--- config.mk ---
export PLATFORM = sky130hd
export DESIGN_NAME = decode_stage_pipe_flat
export DESIGN_NICKNAME = d
export VERILOG_FILES = /design/src/rtl/decode_stage_pipe_pkg.sv /design/src/rtl/decode_stage_pipe_if.sv /design/src/rtl/decode_regfile.sv /design/src/rtl/decode_stage_pipe.sv /design/src/flat_wrapper.sv
export SDC_FILE = /design/constraint.sdc
export NUM_CORES = 2
export LEC_CHECK = 0
export ABC_AREA = 0
export BUFFER_PORTS_ARGS = -buffer_cell sky130_fd_sc_hd__buf_2
export CAP_MARGIN = 30
export CORE_ASPECT_RATIO = 1.75
export CORE_MARGIN = 3
export CORE_UTILIZATION = 50
export DETAILED_ROUTE_END_ITERATION = 16
export GPL_ROUTABILITY_DRIVEN = 0
export PLACE_DENSITY_LB_ADDON = 0.25
export SYNTH_ARGS = -nofsm -noshare
export SYNTH_HDL_FRONTEND = slang
export SYNTH_SLANG_ARGS = --single-unit
export TNS_END_PERCENT = 100
--- constraint.sdc ---
create_clock -name i_clock -period 4 [get_ports i_clock]
set_clock_uncertainty 0.2 [all_clocks]
set_input_delay 0 -clock i_clock [delete_from_list [all_inputs] [get_ports i_clock]]
set_output_delay 0 -clock i_clock [all_outputs]
set_load 0.005 [all_outputs]
--- src/rtl/decode_stage_pipe_pkg.sv ---
// Shared decode definitions: opcodes, o_ctrl bit positions, register-address width and control decode.
package decode_stage_pipe_pkg;

    localparam int NB_OPCODE = 6;
    localparam int NB_CTRL   = 8;

    localparam logic [NB_OPCODE-1:0] OP_RTYPE = 6'b000000;
    localparam logic [NB_OPCODE-1:0] OP_LW    = 6'b100011;
    localparam logic [NB_OPCODE-1:0] OP_SW    = 6'b101011;
    localparam logic [NB_OPCODE-1:0] OP_BEQ   = 6'b000100;
    localparam logic [NB_OPCODE-1:0] OP_BNE   = 6'b000101;
    localparam logic [NB_OPCODE-1:0] OP_ADDI  = 6'b001000;
    localparam logic [NB_OPCODE-1:0] OP_J     = 6'b000010;

    localparam int CTRL_REG_DEST   = 7;
    localparam int CTRL_ALU_SRC    = 6;
    localparam int CTRL_MEM_READ   = 5;
    localparam int CTRL_MEM_WRITE  = 4;
    localparam int CTRL_BRANCH     = 3;
    localparam int CTRL_BNE        = 2;
    localparam int CTRL_REG_WRITE  = 1;
    localparam int CTRL_MEM_TO_REG = 0;

    function automatic int nb_reg(input int n_regs);
        return (n_regs > 1) ? $clog2(n_regs) : 1;
    endfunction

    // J and unknown opcodes decode to no control activity at all.
    function automatic logic [NB_CTRL-1:0] decode_ctrl(input logic [NB_OPCODE-1:0] op);
        logic [NB_CTRL-1:0] c;
        c = '0;
        case (op)
            OP_RTYPE: begin c[CTRL_REG_DEST] = 1'b1; c[CTRL_REG_WRITE] = 1'b1; end
            OP_LW:    begin
                c[CTRL_ALU_SRC] = 1'b1; c[CTRL_MEM_READ] = 1'b1;
                c[CTRL_REG_WRITE] = 1'b1; c[CTRL_MEM_TO_REG] = 1'b1;
            end
            OP_SW:    begin c[CTRL_ALU_SRC] = 1'b1; c[CTRL_MEM_WRITE] = 1'b1; end
            OP_BEQ:   c[CTRL_BRANCH] = 1'b1;
            OP_BNE:   begin c[CTRL_BRANCH] = 1'b1; c[CTRL_BNE] = 1'b1; end
            OP_ADDI:  begin c[CTRL_ALU_SRC] = 1'b1; c[CTRL_REG_WRITE] = 1'b1; end
            default:  c = '0;
        endcase
        return c;
    endfunction

endpackage

--- src/rtl/decode_stage_pipe_if.sv ---
// Bundles the IF/ID inputs, WB write port, debug port and ID/EX outputs of the decode stage.
interface decode_stage_pipe_if #(
    parameter int NB_DATA = 32,
    parameter int NB_PC   = 32,
    parameter int N_REGS  = 32
);
    import decode_stage_pipe_pkg::*;
    localparam int NB_REG = nb_reg(N_REGS);

    logic                i_enable;
    logic                i_flush;
    logic                i_valid;
    logic [31:0]         i_inst;
    logic [NB_PC-1:0]    i_pc;
    logic                i_wb_reg_write;
    logic [NB_REG-1:0]   i_wb_write_reg;
    logic [NB_DATA-1:0]  i_wb_write_data;
    logic [NB_REG-1:0]   i_dbg_addr;
    logic [NB_DATA-1:0]  o_dbg_data;
    logic                o_stall;
    logic                o_jump;
    logic [NB_PC-1:0]    o_jump_address;
    logic                o_valid;
    logic [NB_CTRL-1:0]  o_ctrl;
    logic [NB_OPCODE-1:0] o_alu_op;
    logic [NB_DATA-1:0]  o_data_a;
    logic [NB_DATA-1:0]  o_data_b;
    logic [NB_DATA-1:0]  o_immediate;
    logic [NB_REG-1:0]   o_rs;
    logic [NB_REG-1:0]   o_rt;
    logic [NB_REG-1:0]   o_rd;
    logic [NB_PC-1:0]    o_pc;

    modport master (
        output i_enable, i_flush, i_valid, i_inst, i_pc,
               i_wb_reg_write, i_wb_write_reg, i_wb_write_data, i_dbg_addr,
        input  o_dbg_data, o_stall, o_jump, o_jump_address, o_valid, o_ctrl, o_alu_op,
               o_data_a, o_data_b, o_immediate, o_rs, o_rt, o_rd, o_pc
    );

    modport slave (
        input  i_enable, i_flush, i_valid, i_inst, i_pc,
               i_wb_reg_write, i_wb_write_reg, i_wb_write_data, i_dbg_addr,
        output o_dbg_data, o_stall, o_jump, o_jump_address, o_valid, o_ctrl, o_alu_op,
               o_data_a, o_data_b, o_immediate, o_rs, o_rt, o_rd, o_pc
    );
endinterface

--- src/rtl/decode_regfile.sv ---
// Register file: two operand read ports, one debug read port, one write port; r0 is hardwired to zero.
// Define DECODE_STAGE_BYPASS_EN for write-first reads; otherwise reads are read-first.
module decode_regfile
    import decode_stage_pipe_pkg::*;
#(
    parameter int NB_DATA = 32,
    parameter int N_REGS  = 32
)(
    input  logic                        i_clock,
    input  logic                        i_reset,
    input  logic                        i_enable,
    input  logic                        i_wr_en,
    input  logic [nb_reg(N_REGS)-1:0]   i_wr_addr,
    input  logic [NB_DATA-1:0]          i_wr_data,
    input  logic [nb_reg(N_REGS)-1:0]   i_rd_addr_a,
    input  logic [nb_reg(N_REGS)-1:0]   i_rd_addr_b,
    input  logic [nb_reg(N_REGS)-1:0]   i_rd_addr_dbg,
    output logic [NB_DATA-1:0]          o_rd_data_a,
    output logic [NB_DATA-1:0]          o_rd_data_b,
    output logic [NB_DATA-1:0]          o_rd_data_dbg
);
    logic [NB_DATA-1:0] r_regs [N_REGS];
    logic               w_we;

    assign w_we = i_enable && i_wr_en && (i_wr_addr != '0);

`ifdef DECODE_STAGE_BYPASS_EN
    assign o_rd_data_a   = (i_rd_addr_a == '0) ? '0 :
                           (w_we && i_rd_addr_a == i_wr_addr) ? i_wr_data : r_regs[i_rd_addr_a];
    assign o_rd_data_b   = (i_rd_addr_b == '0) ? '0 :
                           (w_we && i_rd_addr_b == i_wr_addr) ? i_wr_data : r_regs[i_rd_addr_b];
    assign o_rd_data_dbg = (i_rd_addr_dbg == '0) ? '0 :
                           (w_we && i_rd_addr_dbg == i_wr_addr) ? i_wr_data : r_regs[i_rd_addr_dbg];
`else
    assign o_rd_data_a   = (i_rd_addr_a == '0)   ? '0 : r_regs[i_rd_addr_a];
    assign o_rd_data_b   = (i_rd_addr_b == '0)   ? '0 : r_regs[i_rd_addr_b];
    assign o_rd_data_dbg = (i_rd_addr_dbg == '0) ? '0 : r_regs[i_rd_addr_dbg];
`endif

    always_ff @(posedge i_clock) begin
        if (i_reset) begin
            for (int i = 0; i < N_REGS; i++) r_regs[i] <= '0;
        end else if (w_we) begin
            r_regs[i_wr_addr] <= i_wr_data;
        end
    end
endmodule

--- src/rtl/decode_stage_pipe.sv ---
// ID stage: decode, register read, load-use stall, J redirect and the ID/EX pipeline register.
// Optional DECODE_STAGE_BYPASS_EN selects write-first register reads inside decode_regfile.
module decode_stage_pipe
    import decode_stage_pipe_pkg::*;
#(
    parameter int NB_DATA = 32,
    parameter int NB_PC   = 32,
    parameter int N_REGS  = 32
)(
    input  logic               i_clock,
    input  logic               i_reset,
    decode_stage_pipe_if.slave io_dec
);
    localparam int NB_REG = nb_reg(N_REGS);

    logic [NB_OPCODE-1:0]      w_opcode;
    logic [NB_REG-1:0]         w_rs, w_rt, w_rd;
    logic [NB_CTRL-1:0]        w_ctrl;
    logic signed [NB_DATA-1:0] w_imm_ext;
    logic [NB_DATA-1:0]        w_rd_data_a, w_rd_data_b;
    logic                      w_rs_used, w_rt_used, w_hazard, w_stall, w_issue;

    logic                      r_valid_p1;
    logic [NB_CTRL-1:0]        r_ctrl_p1;
    logic [NB_OPCODE-1:0]      r_alu_op_p1;
    logic [NB_DATA-1:0]        r_data_a_p1, r_data_b_p1, r_imm_p1;
    logic [NB_REG-1:0]         r_rs_p1, r_rt_p1, r_rd_p1;
    logic [NB_PC-1:0]          r_pc_p1;

    function automatic logic signed [NB_DATA-1:0] sext16(input logic signed [15:0] imm);
        return NB_DATA'(imm);
    endfunction

    assign w_opcode  = io_dec.i_inst[31:26];
    assign w_rs      = io_dec.i_inst[21 +: NB_REG];
    assign w_rt      = io_dec.i_inst[16 +: NB_REG];
    assign w_rd      = io_dec.i_inst[11 +: NB_REG];
    assign w_ctrl    = decode_ctrl(w_opcode);
    assign w_imm_ext = sext16(io_dec.i_inst[15:0]);

    decode_regfile #(.NB_DATA(NB_DATA), .N_REGS(N_REGS)) u_regfile (
        .i_clock       (i_clock),
        .i_reset       (i_reset),
        .i_enable      (io_dec.i_enable),
        .i_wr_en       (io_dec.i_wb_reg_write),
        .i_wr_addr     (io_dec.i_wb_write_reg),
        .i_wr_data     (io_dec.i_wb_write_data),
        .i_rd_addr_a   (w_rs),
        .i_rd_addr_b   (w_rt),
        .i_rd_addr_dbg (io_dec.i_dbg_addr),
        .o_rd_data_a   (w_rd_data_a),
        .o_rd_data_b   (w_rd_data_b),
        .o_rd_data_dbg (io_dec.o_dbg_data)
    );

    // A load in EX whose destination feeds this instruction must wait one cycle.
    assign w_rs_used = (w_opcode != OP_J);
    assign w_rt_used = (w_opcode == OP_RTYPE) || (w_opcode == OP_SW) ||
                       (w_opcode == OP_BEQ)   || (w_opcode == OP_BNE);
    assign w_hazard  = r_valid_p1 && r_ctrl_p1[CTRL_MEM_READ] && (r_rt_p1 != '0) &&
                       ((w_rs_used && w_rs == r_rt_p1) || (w_rt_used && w_rt == r_rt_p1));
    assign w_stall   = io_dec.i_valid && !io_dec.i_flush && w_hazard;
    assign w_issue   = io_dec.i_valid && !io_dec.i_flush && !w_stall;

    assign io_dec.o_stall        = w_stall;
    assign io_dec.o_jump         = w_issue && (w_opcode == OP_J);
    assign io_dec.o_jump_address = NB_PC'({io_dec.i_pc[NB_PC-1 -: 4], io_dec.i_inst[25:0], 2'b00});

    // ID -> EX boundary
    always_ff @(posedge i_clock) begin
        if (i_reset) begin
            r_valid_p1  <= 1'b0;
            r_ctrl_p1   <= '0;
            r_alu_op_p1 <= '0;
            r_data_a_p1 <= '0;
            r_data_b_p1 <= '0;
            r_imm_p1    <= '0;
            r_rs_p1     <= '0;
            r_rt_p1     <= '0;
            r_rd_p1     <= '0;
            r_pc_p1     <= '0;
        end else if (io_dec.i_enable) begin
            r_valid_p1  <= w_issue;
            r_ctrl_p1   <= w_issue ? w_ctrl : '0;
            r_alu_op_p1 <= w_opcode;
            r_data_a_p1 <= w_rd_data_a;
            r_data_b_p1 <= w_rd_data_b;
            r_imm_p1    <= w_imm_ext;
            r_rs_p1     <= w_rs;
            r_rt_p1     <= w_rt;
            r_rd_p1     <= w_rd;
            r_pc_p1     <= io_dec.i_pc;
        end
    end

    assign io_dec.o_valid     = r_valid_p1;
    assign io_dec.o_ctrl      = r_ctrl_p1;
    assign io_dec.o_alu_op    = r_alu_op_p1;
    assign io_dec.o_data_a    = r_data_a_p1;
    assign io_dec.o_data_b    = r_data_b_p1;
    assign io_dec.o_immediate = r_imm_p1;
    assign io_dec.o_rs        = r_rs_p1;
    assign io_dec.o_rt        = r_rt_p1;
    assign io_dec.o_rd        = r_rd_p1;
    assign io_dec.o_pc        = r_pc_p1;
endmodule

--- src/flat_wrapper.sv ---
// flat-port wrapper written by rule: the top's interface ports become plain ports
module decode_stage_pipe_flat import decode_stage_pipe_pkg::*;
#(
    parameter int NB_DATA = 32,
    parameter int NB_PC   = 32,
    parameter int N_REGS  = 32
)
  (i_clock, i_reset, io_dec_i_enable, io_dec_i_flush, io_dec_i_valid, io_dec_i_inst, io_dec_i_pc, io_dec_i_wb_reg_write, io_dec_i_wb_write_reg, io_dec_i_wb_write_data, io_dec_i_dbg_addr, io_dec_o_dbg_data, io_dec_o_stall, io_dec_o_jump, io_dec_o_jump_address, io_dec_o_valid, io_dec_o_ctrl, io_dec_o_alu_op, io_dec_o_data_a, io_dec_o_data_b, io_dec_o_immediate, io_dec_o_rs, io_dec_o_rt, io_dec_o_rd, io_dec_o_pc);
  decode_stage_pipe_if #(.NB_DATA(NB_DATA), .NB_PC(NB_PC), .N_REGS(N_REGS)) io_dec_i ();
  input  logic i_clock;
  input  logic i_reset;
  input wire logic [$bits(io_dec_i.i_enable)-1:0] io_dec_i_enable;
  input wire logic [$bits(io_dec_i.i_flush)-1:0] io_dec_i_flush;
  input wire logic [$bits(io_dec_i.i_valid)-1:0] io_dec_i_valid;
  input wire logic [$bits(io_dec_i.i_inst)-1:0] io_dec_i_inst;
  input wire logic [$bits(io_dec_i.i_pc)-1:0] io_dec_i_pc;
  input wire logic [$bits(io_dec_i.i_wb_reg_write)-1:0] io_dec_i_wb_reg_write;
  input wire logic [$bits(io_dec_i.i_wb_write_reg)-1:0] io_dec_i_wb_write_reg;
  input wire logic [$bits(io_dec_i.i_wb_write_data)-1:0] io_dec_i_wb_write_data;
  input wire logic [$bits(io_dec_i.i_dbg_addr)-1:0] io_dec_i_dbg_addr;
  output wire logic [$bits(io_dec_i.o_dbg_data)-1:0] io_dec_o_dbg_data;
  output wire logic [$bits(io_dec_i.o_stall)-1:0] io_dec_o_stall;
  output wire logic [$bits(io_dec_i.o_jump)-1:0] io_dec_o_jump;
  output wire logic [$bits(io_dec_i.o_jump_address)-1:0] io_dec_o_jump_address;
  output wire logic [$bits(io_dec_i.o_valid)-1:0] io_dec_o_valid;
  output wire logic [$bits(io_dec_i.o_ctrl)-1:0] io_dec_o_ctrl;
  output wire logic [$bits(io_dec_i.o_alu_op)-1:0] io_dec_o_alu_op;
  output wire logic [$bits(io_dec_i.o_data_a)-1:0] io_dec_o_data_a;
  output wire logic [$bits(io_dec_i.o_data_b)-1:0] io_dec_o_data_b;
  output wire logic [$bits(io_dec_i.o_immediate)-1:0] io_dec_o_immediate;
  output wire logic [$bits(io_dec_i.o_rs)-1:0] io_dec_o_rs;
  output wire logic [$bits(io_dec_i.o_rt)-1:0] io_dec_o_rt;
  output wire logic [$bits(io_dec_i.o_rd)-1:0] io_dec_o_rd;
  output wire logic [$bits(io_dec_i.o_pc)-1:0] io_dec_o_pc;
  assign io_dec_i.i_enable = io_dec_i_enable;
  assign io_dec_i.i_flush = io_dec_i_flush;
  assign io_dec_i.i_valid = io_dec_i_valid;
  assign io_dec_i.i_inst = io_dec_i_inst;
  assign io_dec_i.i_pc = io_dec_i_pc;
  assign io_dec_i.i_wb_reg_write = io_dec_i_wb_reg_write;
  assign io_dec_i.i_wb_write_reg = io_dec_i_wb_write_reg;
  assign io_dec_i.i_wb_write_data = io_dec_i_wb_write_data;
  assign io_dec_i.i_dbg_addr = io_dec_i_dbg_addr;
  assign io_dec_o_dbg_data = io_dec_i.o_dbg_data;
  assign io_dec_o_stall = io_dec_i.o_stall;
  assign io_dec_o_jump = io_dec_i.o_jump;
  assign io_dec_o_jump_address = io_dec_i.o_jump_address;
  assign io_dec_o_valid = io_dec_i.o_valid;
  assign io_dec_o_ctrl = io_dec_i.o_ctrl;
  assign io_dec_o_alu_op = io_dec_i.o_alu_op;
  assign io_dec_o_data_a = io_dec_i.o_data_a;
  assign io_dec_o_data_b = io_dec_i.o_data_b;
  assign io_dec_o_immediate = io_dec_i.o_immediate;
  assign io_dec_o_rs = io_dec_i.o_rs;
  assign io_dec_o_rt = io_dec_i.o_rt;
  assign io_dec_o_rd = io_dec_i.o_rd;
  assign io_dec_o_pc = io_dec_i.o_pc;
  decode_stage_pipe #(.NB_DATA(NB_DATA), .NB_PC(NB_PC), .N_REGS(N_REGS)) u_core (.i_clock(i_clock), .i_reset(i_reset), .io_dec(io_dec_i));
endmodule
==> qor.yml <==
outcome: "complete, no violations"
max_slew_margin_pct: 10.6
track_usage_pct: 38.8
core_sq_um: 132000
post_cts_buffers: 0
vias: 47800
ios: 336
reg2reg_depth: 4
p_per_area_nw_per_um2: 396
antenna_left: 0
cts-resized-gates: 0
grt-ovfl-total: 0
clock-root-buffer: "clkbuf_16"
die_h_microns: 489
r2r_slack_ps: 1250
whs_path_depth: 4
grt_start_max_net_pins: 99
cts.sinks: 1160
synth_cell_types: 41
drtPass1Iterations: 7
post-route-period-util_pct: 83.4
num-fill-cells: 10100
clk_latency_ps: 800
async_flop_share_pct: 0
max-vdd-ir-drop_mv: 0.437
fmaxAchievable_ghz: 0.300
cts_buffers: 111
tightest_slew_ps: 1340
antenna_found_initial: 30
path_class: "flip-flop to primary output"
yosysWarnings: 0
yosysSeqAreaShare_pct: 50.2
synth-seq-cells: 1160
vias_per_cell: 6.97
final_core_util_pct: 58.4
setup_tns_ps: 0
start_util_pct: 50.5
rows: 176
r2r_end: "u_core.io_dec.o_data_b[11]$_SDFFE_PP0P_"
hold_start: "io_dec_i_inst[26]"
finalSetupViolations: 0
min_period_ps: 3340
layout.nets: 5153
drt_iter0_drc: 7116
cts-htree-levels: 3
p_leak_nw: 27.9
portBuffers: 333
die_area_sq_um: 138000
avgSynthCellArea_sq_um: 14.3
drc: 0
placed_cells: 6389
crit_path_max_fanout: 3
grt_pass1_vias: 48000
synth_edf_count: 1024
cts_hold_buf: 225
instances_no_fill: 6848
drv_slew: 0
synthCells: 4655
worstPathArrival_ps: 3140
rsz0062_at_grt: "no"
yosys_most_used_dff: "edfxtp_1"
endpoint_kind: "primary output"
fp.dieW_microns: 282
cts_tree: "done"
clock_path_buffers: 3
max-cap-violations: 0
drive_gt1_share_pct: 30.9
cp.required_ps: 3800
wire_per_inst_microns: 38.8
wirelength_microns: 266000
grt_pass1_wl_microns: 368000
area_growth_syn_to_layout_pct: 15.5
min_path_type: "primary input to flip-flop"
start_kind: "flip-flop"
synth_area_sq_um: 66600
min_to: "u_core.io_dec.o_ctrl[7]$_SDFFE_PP0P_"
hold_viol: 0
clkTransAtPathRegs_ps: 60
dp_hpwl_microns: 169000
worstReg2RegStart: "u_core.u_regfile.r_regs[15][11]$_SDFFCE_PN0P_"
==> synth_stat cells (all sizes together) (2+ instances only) <==
library cell / number / area (sq um)
and2: 996 / 6230
clkbuf: 342 / 1280
edfxtp: 1024 / 30700
o22ai: 33 / 206
o21ai: 99 / 495
nand3b: 5 / 37.5
a22o: 3 / 26.3
mux2: 64 / 721
xor2: 10 / 87.6
nor2b: 72 / 450
nand2b: 4 / 25.0
and3: 2 / 12.5
nand2: 77 / 289
nor3: 69 / 350
or2: 31 / 194
nor2: 172 / 646
nand3: 4 / 20.0
nor4: 3 / 18.8
a221oi: 64 / 561
buf: 211 / 1290
a22oi: 128 / 961
mux4: 704 / 15900
dfxtp: 136 / 2720
a21oi: 64 / 320
or3: 71 / 444
a32o: 2 / 20.0
nand4: 3 / 18.8
mux2i: 256 / 2560
==> worst max-delay path, stage by stage (launching register included) <==
cell      delay (ps)
edfxtp_1         370
mux4_2           410
mux2i_1          110
o22ai_1          790
nor2_1           110
o21ai_0          320
buf_2            240
==> flip-flops by register name, summed over array words and instances, names as in the netlist <==
name and cells:
u_core.io_dec.o_alu_op 6, u_core.io_dec.o_ctrl 7, u_core.io_dec.o_data_a 32, u_core.io_dec.o_data_b 32, u_core.io_dec.o_immediate 12, u_core.io_dec.o_pc 32, u_core.io_dec.o_rd 4, u_core.io_dec.o_rs 5
u_core.io_dec.o_rt 5, u_core.io_dec.o_valid 1, u_core.u_regfile.r_regs 1024
==> routing by layer <==
layer  vias to the layer above  part of all wire [%]  routed length (microns)  global-route usage [%]
li1                      18700                     -                        -                       -
met1                     24200                    30                    79100                    41.7
met2                      3756                    47                   125000                    61.2
met3                      1090                    11                    28200                    9.57
met4                         4                    13                    33500                    39.4
met5                         -                0.0087                       23                  0.0356
==> layout by cell type (no fill, tap or decap), types with 66 or more instances in the layout <==
cell type      count
and2_1           994
buf_4            175
a22oi_1          128
clkbuf_16        119
nor3_1            68
mux2i_1          256
dfxtp_1          136
or3_1             69
mux4_2           704
dlygate4sd3_1    225
o21ai_0           99
edfxtp_1        1024
nor2_1           141
buf_2            322
nand2_1           75
nor2b_1           66
==> report_power, final <==
| group | leakage [nW] | switching [mW] | internal, mW | total (mW) |
|---|---|---|---|---|
| combinational | 15.2 | 2.73 | 2.10 | 4.83 |
| sequential | 10.9 | 0.546 | 13.8 | 14.4 |
| clock | 1.86 | 4.92 | 6.35 | 11.3 |
| total | 27.9 | 8.20 | 22.3 | 30.5 |
==> through the flow <==
step | hold WS [ps] | worst slack [ps] | power [mW] | instance area, sq um
floorplan | -119 | 1940 | 17.1 | 66800
global placement | -16.8 | 883 | 19.0 | 70700
detailed placement | -16.7 | 900 | 19.1 | 70800
CTS | 0.199 | 926 | 30.3 | 76800
global route | 12.2 | 610 | 31.1 | 76900
finish | 4.74 | 664 | 30.5 | 77000
==> worst max path at each step <==
stage	start	end	slack [ps]	cells past startpoint
CTS	u_core.u_regfile.r_regs[27][14]$_SDFFCE_PN0P_	io_dec_o_dbg_data[14]	930	6
finish	u_core.u_regfile.r_regs[29][19]$_SDFFCE_PN0P_	io_dec_o_dbg_data[19]	660	6
global route	u_core.u_regfile.r_regs[31][19]$_SDFFCE_PN0P_	io_dec_o_dbg_data[19]	610	6
floorplan	i_reset	u_core.u_regfile.r_regs[22][0]$_SDFFCE_PN0P_	1940	6
detailed placement	io_dec_i_inst[21]	u_core.io_dec.o_data_a[29]$_SDFFE_PP0P_	900	7
global placement	io_dec_i_inst[21]	u_core.io_dec.o_data_a[29]$_SDFFE_PP0P_	880	7
==> logic make-up after synthesis <==
logic type,synth area share (%)
compound gates,3.91
xor+xnor,0.131
buf+inv,3.86
flops,50.2
mux,28.7
other cells,0.00563
simple gates,13.1
==> final cells by class <==
class	instances	area [sq um]	area share, %
Tap cell	1691	2120	2.75
Sequential cell	1160	33500	43.5
Multi-Input combinational cell	2975	31000	40.3
Antenna cell	24	60.1	0.0780
Clock buffer	145	3180	4.13
Timing Repair Buffer	793	6530	8.48
Clock inverter	60	628	0.816
Power figures use the tool's default switching activity.
